**config.mk**
```make
export PLATFORM = sky130hd
export DESIGN_NAME = pwm_meter_flat
export DESIGN_NICKNAME = d
export VERILOG_FILES = /design/src/rtl/pwm_meter_pkg.sv /design/src/rtl/pwm_meter_if.sv /design/src/rtl/pwm_meter_sync_edge.sv /design/src/rtl/pwm_meter.sv /design/src/flat_wrapper.sv
export SDC_FILE = /design/constraint.sdc
export NUM_CORES = 1
export LEC_CHECK = 0
export CORE_ASPECT_RATIO = 0.7
export CORE_UTILIZATION = 40
export DETAILED_ROUTE_END_ITERATION = 8
export PLACE_DENSITY = 0.68
export SLEW_MARGIN = 20
export SYNTH_ARGS = -nofsm -noshare
export SYNTH_HDL_FRONTEND = slang
export SYNTH_SLANG_ARGS = --single-unit
```
**constraint.sdc**
```tcl
create_clock -name sys_clk -period 1.7 [get_ports sys_clk]
set_input_delay 0.34 -clock sys_clk [delete_from_list [all_inputs] [get_ports sys_clk]]
set_output_delay 0.34 -clock sys_clk [all_outputs]
set_load 0.1 [all_outputs]
```
**src/rtl/pwm_meter_pkg.sv**
```systemverilog
// Shared definitions for the PWM generator / meter pair.
package pwm_pkg;

   localparam int PWM_N = 8;

   typedef enum logic [1:0] {
      PWM_IDLE = 2'd0,
      PWM_HIGH = 2'd1,
      PWM_LOW  = 2'd2
   } pwm_state_e;

endpackage

```
**src/rtl/pwm_meter_if.sv**
```systemverilog
// PWM input and measurement outputs of pwm_meter; the meter is the slave side.
interface pwm_meter_if
   import pwm_pkg::*;
#(
   parameter int N = PWM_N
);
   logic         i_pwm;
   logic [N-1:0] o_period;
   logic [N-1:0] o_htime;
   logic         o_valid;
   logic         o_timeout;

   modport slave  (input  i_pwm, output o_period, o_htime, o_valid, o_timeout);
   modport master (output i_pwm, input  o_period, o_htime, o_valid, o_timeout);
endinterface

```
**src/rtl/pwm_meter_sync_edge.sv**
```systemverilog
// Multi-flop synchronizer for an external pin with rise/fall detection on the
// synchronized level.
module sync_edge #(
   parameter int SYNC = 2
) (
   input  logic sys_clk,
   input  logic sys_rst,
   input  logic i_async,
   output logic o_level,
   output logic o_rise,
   output logic o_fall
);
   logic [SYNC-1:0] sync_q;
   logic            level_d;

   if (SYNC < 2) begin : g_bad_sync
      $error("sync_edge: SYNC must be at least 2");
   end

   always_ff @(posedge sys_clk or posedge sys_rst) begin
      if (sys_rst) begin
         sync_q  <= '0;
         level_d <= 1'b0;
      end else begin
         sync_q  <= {sync_q[SYNC-2:0], i_async};
         level_d <= sync_q[SYNC-1];
      end
   end

   assign o_level = sync_q[SYNC-1];
   assign o_rise  = sync_q[SYNC-1] & ~level_d;
   assign o_fall  = ~sync_q[SYNC-1] & level_d;
endmodule

```
**src/rtl/pwm_meter.sv**
```systemverilog
// Measures period and high time of an asynchronous PWM input in sys_clk cycles,
// with a timeout flag when the input stops toggling.
module pwm_meter
   import pwm_pkg::*;
#(
   parameter int N    = PWM_N,
   parameter int SYNC = 2
) (
   input  logic       sys_clk,
   input  logic       sys_rst,
   pwm_meter_if.slave bus
);
   localparam logic [N-1:0] CNT_MAX = '1;
   localparam logic [N-1:0] CNT_ONE = {{(N-1){1'b0}}, 1'b1};

   pwm_state_e   state;
   logic [N-1:0] cnt;
   logic [N-1:0] htime_r;
   logic         rise;
   logic         fall;
   logic         sat;
   logic         level_unused;

   sync_edge #(.SYNC(SYNC)) u_sync (
      .sys_clk (sys_clk),
      .sys_rst (sys_rst),
      .i_async (bus.i_pwm),
      .o_level (level_unused),
      .o_rise  (rise),
      .o_fall  (fall)
   );

   // Saturating counter: a stuck input parks it at all-ones instead of wrapping.
   assign sat = (cnt == CNT_MAX);

   always_ff @(posedge sys_clk or posedge sys_rst) begin
      if (sys_rst) begin
         cnt <= '0;
      end else if (rise) begin
         cnt <= CNT_ONE;
      end else if (!sat) begin
         cnt <= cnt + CNT_ONE;
      end
   end

   always_ff @(posedge sys_clk or posedge sys_rst) begin
      if (sys_rst) begin
         state         <= PWM_IDLE;
         htime_r       <= '0;
         bus.o_period  <= '0;
         bus.o_htime   <= '0;
         bus.o_valid   <= 1'b0;
         bus.o_timeout <= 1'b0;
      end else begin
         bus.o_valid <= 1'b0;
         case (state)
            PWM_IDLE: begin
               if (rise) state <= PWM_HIGH;
            end
            PWM_HIGH: begin
               if (sat) begin
                  bus.o_timeout <= 1'b1;
                  state         <= PWM_IDLE;
               end else if (fall) begin
                  htime_r <= cnt;
                  state   <= PWM_LOW;
               end
            end
            PWM_LOW: begin
               // A rise in the saturation cycle still closes a valid period.
               if (rise) begin
                  bus.o_period  <= cnt;
                  bus.o_htime   <= htime_r;
                  bus.o_valid   <= 1'b1;
                  bus.o_timeout <= 1'b0;
                  state         <= PWM_HIGH;
               end else if (sat) begin
                  bus.o_timeout <= 1'b1;
                  state         <= PWM_IDLE;
               end
            end
            default: state <= PWM_IDLE;
         endcase
      end
   end
endmodule

```
**src/flat_wrapper.sv**
```systemverilog
// flat-port wrapper written by rule: the top's interface ports become plain ports
module pwm_meter_flat import pwm_pkg::*;
#(
   parameter int N    = PWM_N,
   parameter int SYNC = 2
)
  (sys_clk, sys_rst, bus_i_pwm, bus_o_period, bus_o_htime, bus_o_valid, bus_o_timeout);
  pwm_meter_if #(.N(N)) bus_i ();
  input  logic sys_clk;
  input  logic sys_rst;
  input wire logic [$bits(bus_i.i_pwm)-1:0] bus_i_pwm;
  output wire logic [$bits(bus_i.o_period)-1:0] bus_o_period;
  output wire logic [$bits(bus_i.o_htime)-1:0] bus_o_htime;
  output wire logic [$bits(bus_i.o_valid)-1:0] bus_o_valid;
  output wire logic [$bits(bus_i.o_timeout)-1:0] bus_o_timeout;
  assign bus_i.i_pwm = bus_i_pwm;
  assign bus_o_period = bus_i.o_period;
  assign bus_o_htime = bus_i.o_htime;
  assign bus_o_valid = bus_i.o_valid;
  assign bus_o_timeout = bus_i.o_timeout;
  pwm_meter #(.N(N), .SYNC(SYNC)) u_core (.sys_clk(sys_clk), .sys_rst(sys_rst), .bus(bus_i));
endmodule
```
==> impl_metrics.yaml <==
finish:
  nFillCells: 301
  fin_area_um2: 2261
  area_delta_synth_final_pct: 38.89
  fin_nets: 163
  drive_gt1_frac: 0.4231
  utilization: 0.6121
  antenna_cells: 0
power_and_ir_drop:
  switching_share: 0.3961
  clkPwrFrac: 0.194
  combPwrFrac: 0.434
  pwr-share-seq: 0.372
  ir_drop_mv: 1.159
  p_per_area_nw_per_um2: 1524
  internal_power_mw: 2.081
  p_sw_mw: 1.365
  leakage_nw: 1.079
floorplan:
  io_pins: 21
  start_util: 0.4407
  die_width_um: 78.25
  num_rows: 18
  coreArea_um2: 3694
  die_area_um2: 4333
  die_height_um: 55.38
yosys:
  ys_ff_latch: 39
  synth_cell_type_count: 34
  synth_cells: 119
  yosys_warnings: 0
  synth_area_leaders: "dfrtp_1, mux2_2, ha_1"
  syn_nets: 127
  syn_area_um2: 1628
  synth_top_area_frac: 0.5995
  seq_area_frac_synth: 0.5995
  syn_area_per_cell_um2: 13.68
  synth_top_cell_by_area: "dfrtp_1"
clock_tree:
  cts-hold-fix-buffers: 0
  cts_root_buf: "clkbuf_8"
  clock_sinks: 39
  cts_max_path_buffers: 2
  clk_pin_slew_ns: 0.07
  cts_made_buffers: 5
  htree_levels: 2
  clkLatencyLatePin_ns: 0.29
  cts_tree: "built"
setup_path:
  critPathKind: "reg -> reg"
  cp-end-kind: "flip-flop"
  required_ns: 1.87
  crit_path_max_fanout: 9
  startpoint_type: "flip-flop"
  cp.arrival_ns: 1.75
  slowest_stage: "mux2_2"
  crit_chain: "ha_1 > nand3_2 > o211ai_4 > mux2_2"
  cp_slowest_stage_delay_ns: 0.38
routing:
  vias: 1067
  met2_length_um: 1466
  drt-initial-drc-count: 71
  drtAntennaViolNets: 0
  m1WireLength_um: 1390
  dr.pass1.iters: 4
  vias_per_cell: 5.180
  top_layer_used: "met4"
  wirelength_um: 3019
  avgRoutedWirePerCell_um: 14.66
  drc_errors: 0
  wl_met3_um: 148
global_routing:
  grt_max_degree: 40
  grt_first_pass_wirelength_um: 5313
  antenna_found_initial: 0
  grt_usage: 0.1636
  overflow: 0
  grt_pass1_vias: 1155
min_path:
  min_path_type: "reg -> reg"
timing:
  fin_skew_ns: 0.007059
  tightest_slew_ns: 0.3562
  fin_crit_sh: 0.9287
  fin_tns_setup_ns: 0
  setup_viol: 0
  final_max_slew_viol_count: 0
  hold_viol: 0
  period_needed_ns: 1.579
  slew_headroom: 0.7614
  rsz0062_at_grt: "no"
  fmax_mhz: 633.4
run_status:
  status: "finished, final reports clean"
place:
  gp_congestion: 0.7998
  place.port_buffers: 20
  dpl.hpwl_um: 2205
  dpl_cell_area_um2: 2152
flow_run:
  maxCapViolCount: 0
## flip-flops by register name, summed over array words and instances, names as in the netlist
name and count:
u_core.bus.o_period 8, u_core.u_sync.sync_q 2, u_core.htime_r 8, u_core.bus.o_valid 1, u_core.u_sync.level_d 1, u_core.bus.o_timeout 1
u_core.state 2, u_core.bus.o_htime 8, u_core.cnt 8
## critical path, delay by kind of cell (launching register included)
kind,cells,cell delay [ns]
multiplexers,1,0.38
AO/OA/AOI/OAI,1,0.37
flip-flops,1,0.36
AND/OR/NAND/NOR,1,0.14
adder cells (fa/ha/maj),1,0.23
## layout by cell type, fill, tap and decap left out, drive strengths merged, types with 2 or more instances in the layout
master and count:
buf 31, mux2 24, a31oi 4, inv 4
nor2 3, nand2 7, clkdlybuf4s50 2, a21oi 3
clkbuf 8, o21ai 5, dfrtp 39, ha 5
and3 2, nand3 2
## layout make-up
type,count,area [µm²],share of cell area
inverters,4,15.01,0.006641
clock buffers,8,100.1,0.04427
flip-flops and latches,39,975.9,0.4317
multi-input cells,72,616.8,0.2728
well taps,50,62.56,0.02767
repair buffers,33,490.5,0.2169
## power groups by stage
stage / combinational, mW / sequential, mW / clock, mW
2_1_floorplan: 0.382 / 1.81 / 0
3_3_place_gp: 1.44 / 1.28 / 0
3_5_place_dp: 1.49 / 1.30 / 0
4_1_cts: 1.49 / 1.28 / 0.689
5_1_grt: 1.57 / 1.31 / 0.731
6_report: 1.49 / 1.28 / 0.670
## synthesized netlist by cell type
cell	instances
a2111o_1	1
buf_2	2
o311ai_0	1
ha_1	5
and3_2	1
a31oi_1	4
nand3_2	1
o21ai_1	1
nor3_1	1
dfrtp_1	39
nand2_1	7
and2b_1	1
a21oi_1	3
or2_1	1
nor2_1	3
mux2_2	24
o41ai_1	1
inv_1	4
nor2b_1	1
xor2_1	1
buf_6	1
nand4_2	1
a32oi_1	1
o21bai_1	1
buf_4	1
o211ai_2	1
o21ai_0	4
and3_1	1
o2111ai_1	1
nor4b_1	1
nand3_1	1
nand2b_1	1
or4_1	1
xnor2_1	1
## logic make-up (layout without fill, tap and decap cells)
kind of cell	Yosys count	after routing	share of synthesized area
AO/OA/AOI/OAI	19	19	0.08070
adder cells (fa/ha/maj)	5	5	0.03843
multiplexers	24	24	0.1660
XOR/XNOR	2	2	0.01076
buffers and inverters	8	45	0.02690
AND/OR/NAND/NOR	22	22	0.07764
flip-flops	39	39	0.5995
## path summary, 6_finish.rpt
kind	startpoint	to	depth (start not counted)	slack [ns]
max	u_core.cnt[0]	u_core.htime_r[1]	4	0.12
min	u_core.u_sync.sync_q[0]	u_core.u_sync.sync_q[1]	0	0.36
max reg2reg	u_core.cnt[0]	u_core.htime_r[1]	4	0.12
min reg2reg	u_core.u_sync.sync_q[0]	u_core.u_sync.sync_q[1]	0	0.36
max in group asynchronous	sys_rst	u_core.bus.o_period[4]	3	1.12
min in group asynchronous	sys_rst	u_core.state[1]	3	0.40
## per-layer routing
layer	vias to the layer above	track usage
met5	-	0
met4	0	0.05820
met3	2	0.06942
met2	27	0.2619
met1	534	0.1970
li1	504	-
## metrics by stage
| stage | std cells | power, mW | setup slack, ns | hold WS (ns) |
|---|---|---|---|---|
| after detailed placement | 198 | 2.783 | 0.02936 | 0.3465 |
| after global routing | 206 | 3.612 | 0.03000 | 0.3654 |
| after global placement | 198 | 2.726 | 0.06963 | 0.3375 |
| after floorplan | 119 | 2.196 | 0.09461 | 0.3312 |
| final | 206 | 3.446 | 0.1213 | 0.3555 |
| after CTS | 206 | 3.460 | 0.01839 | 0.3625 |
## repair_timing
item                                    4_1_cts  5_1_grt
setup buffers                                 0        0
resized for setup                             0        1
endpoints found under the setup margin        0        9
Power figures use the tool's default switching activity.
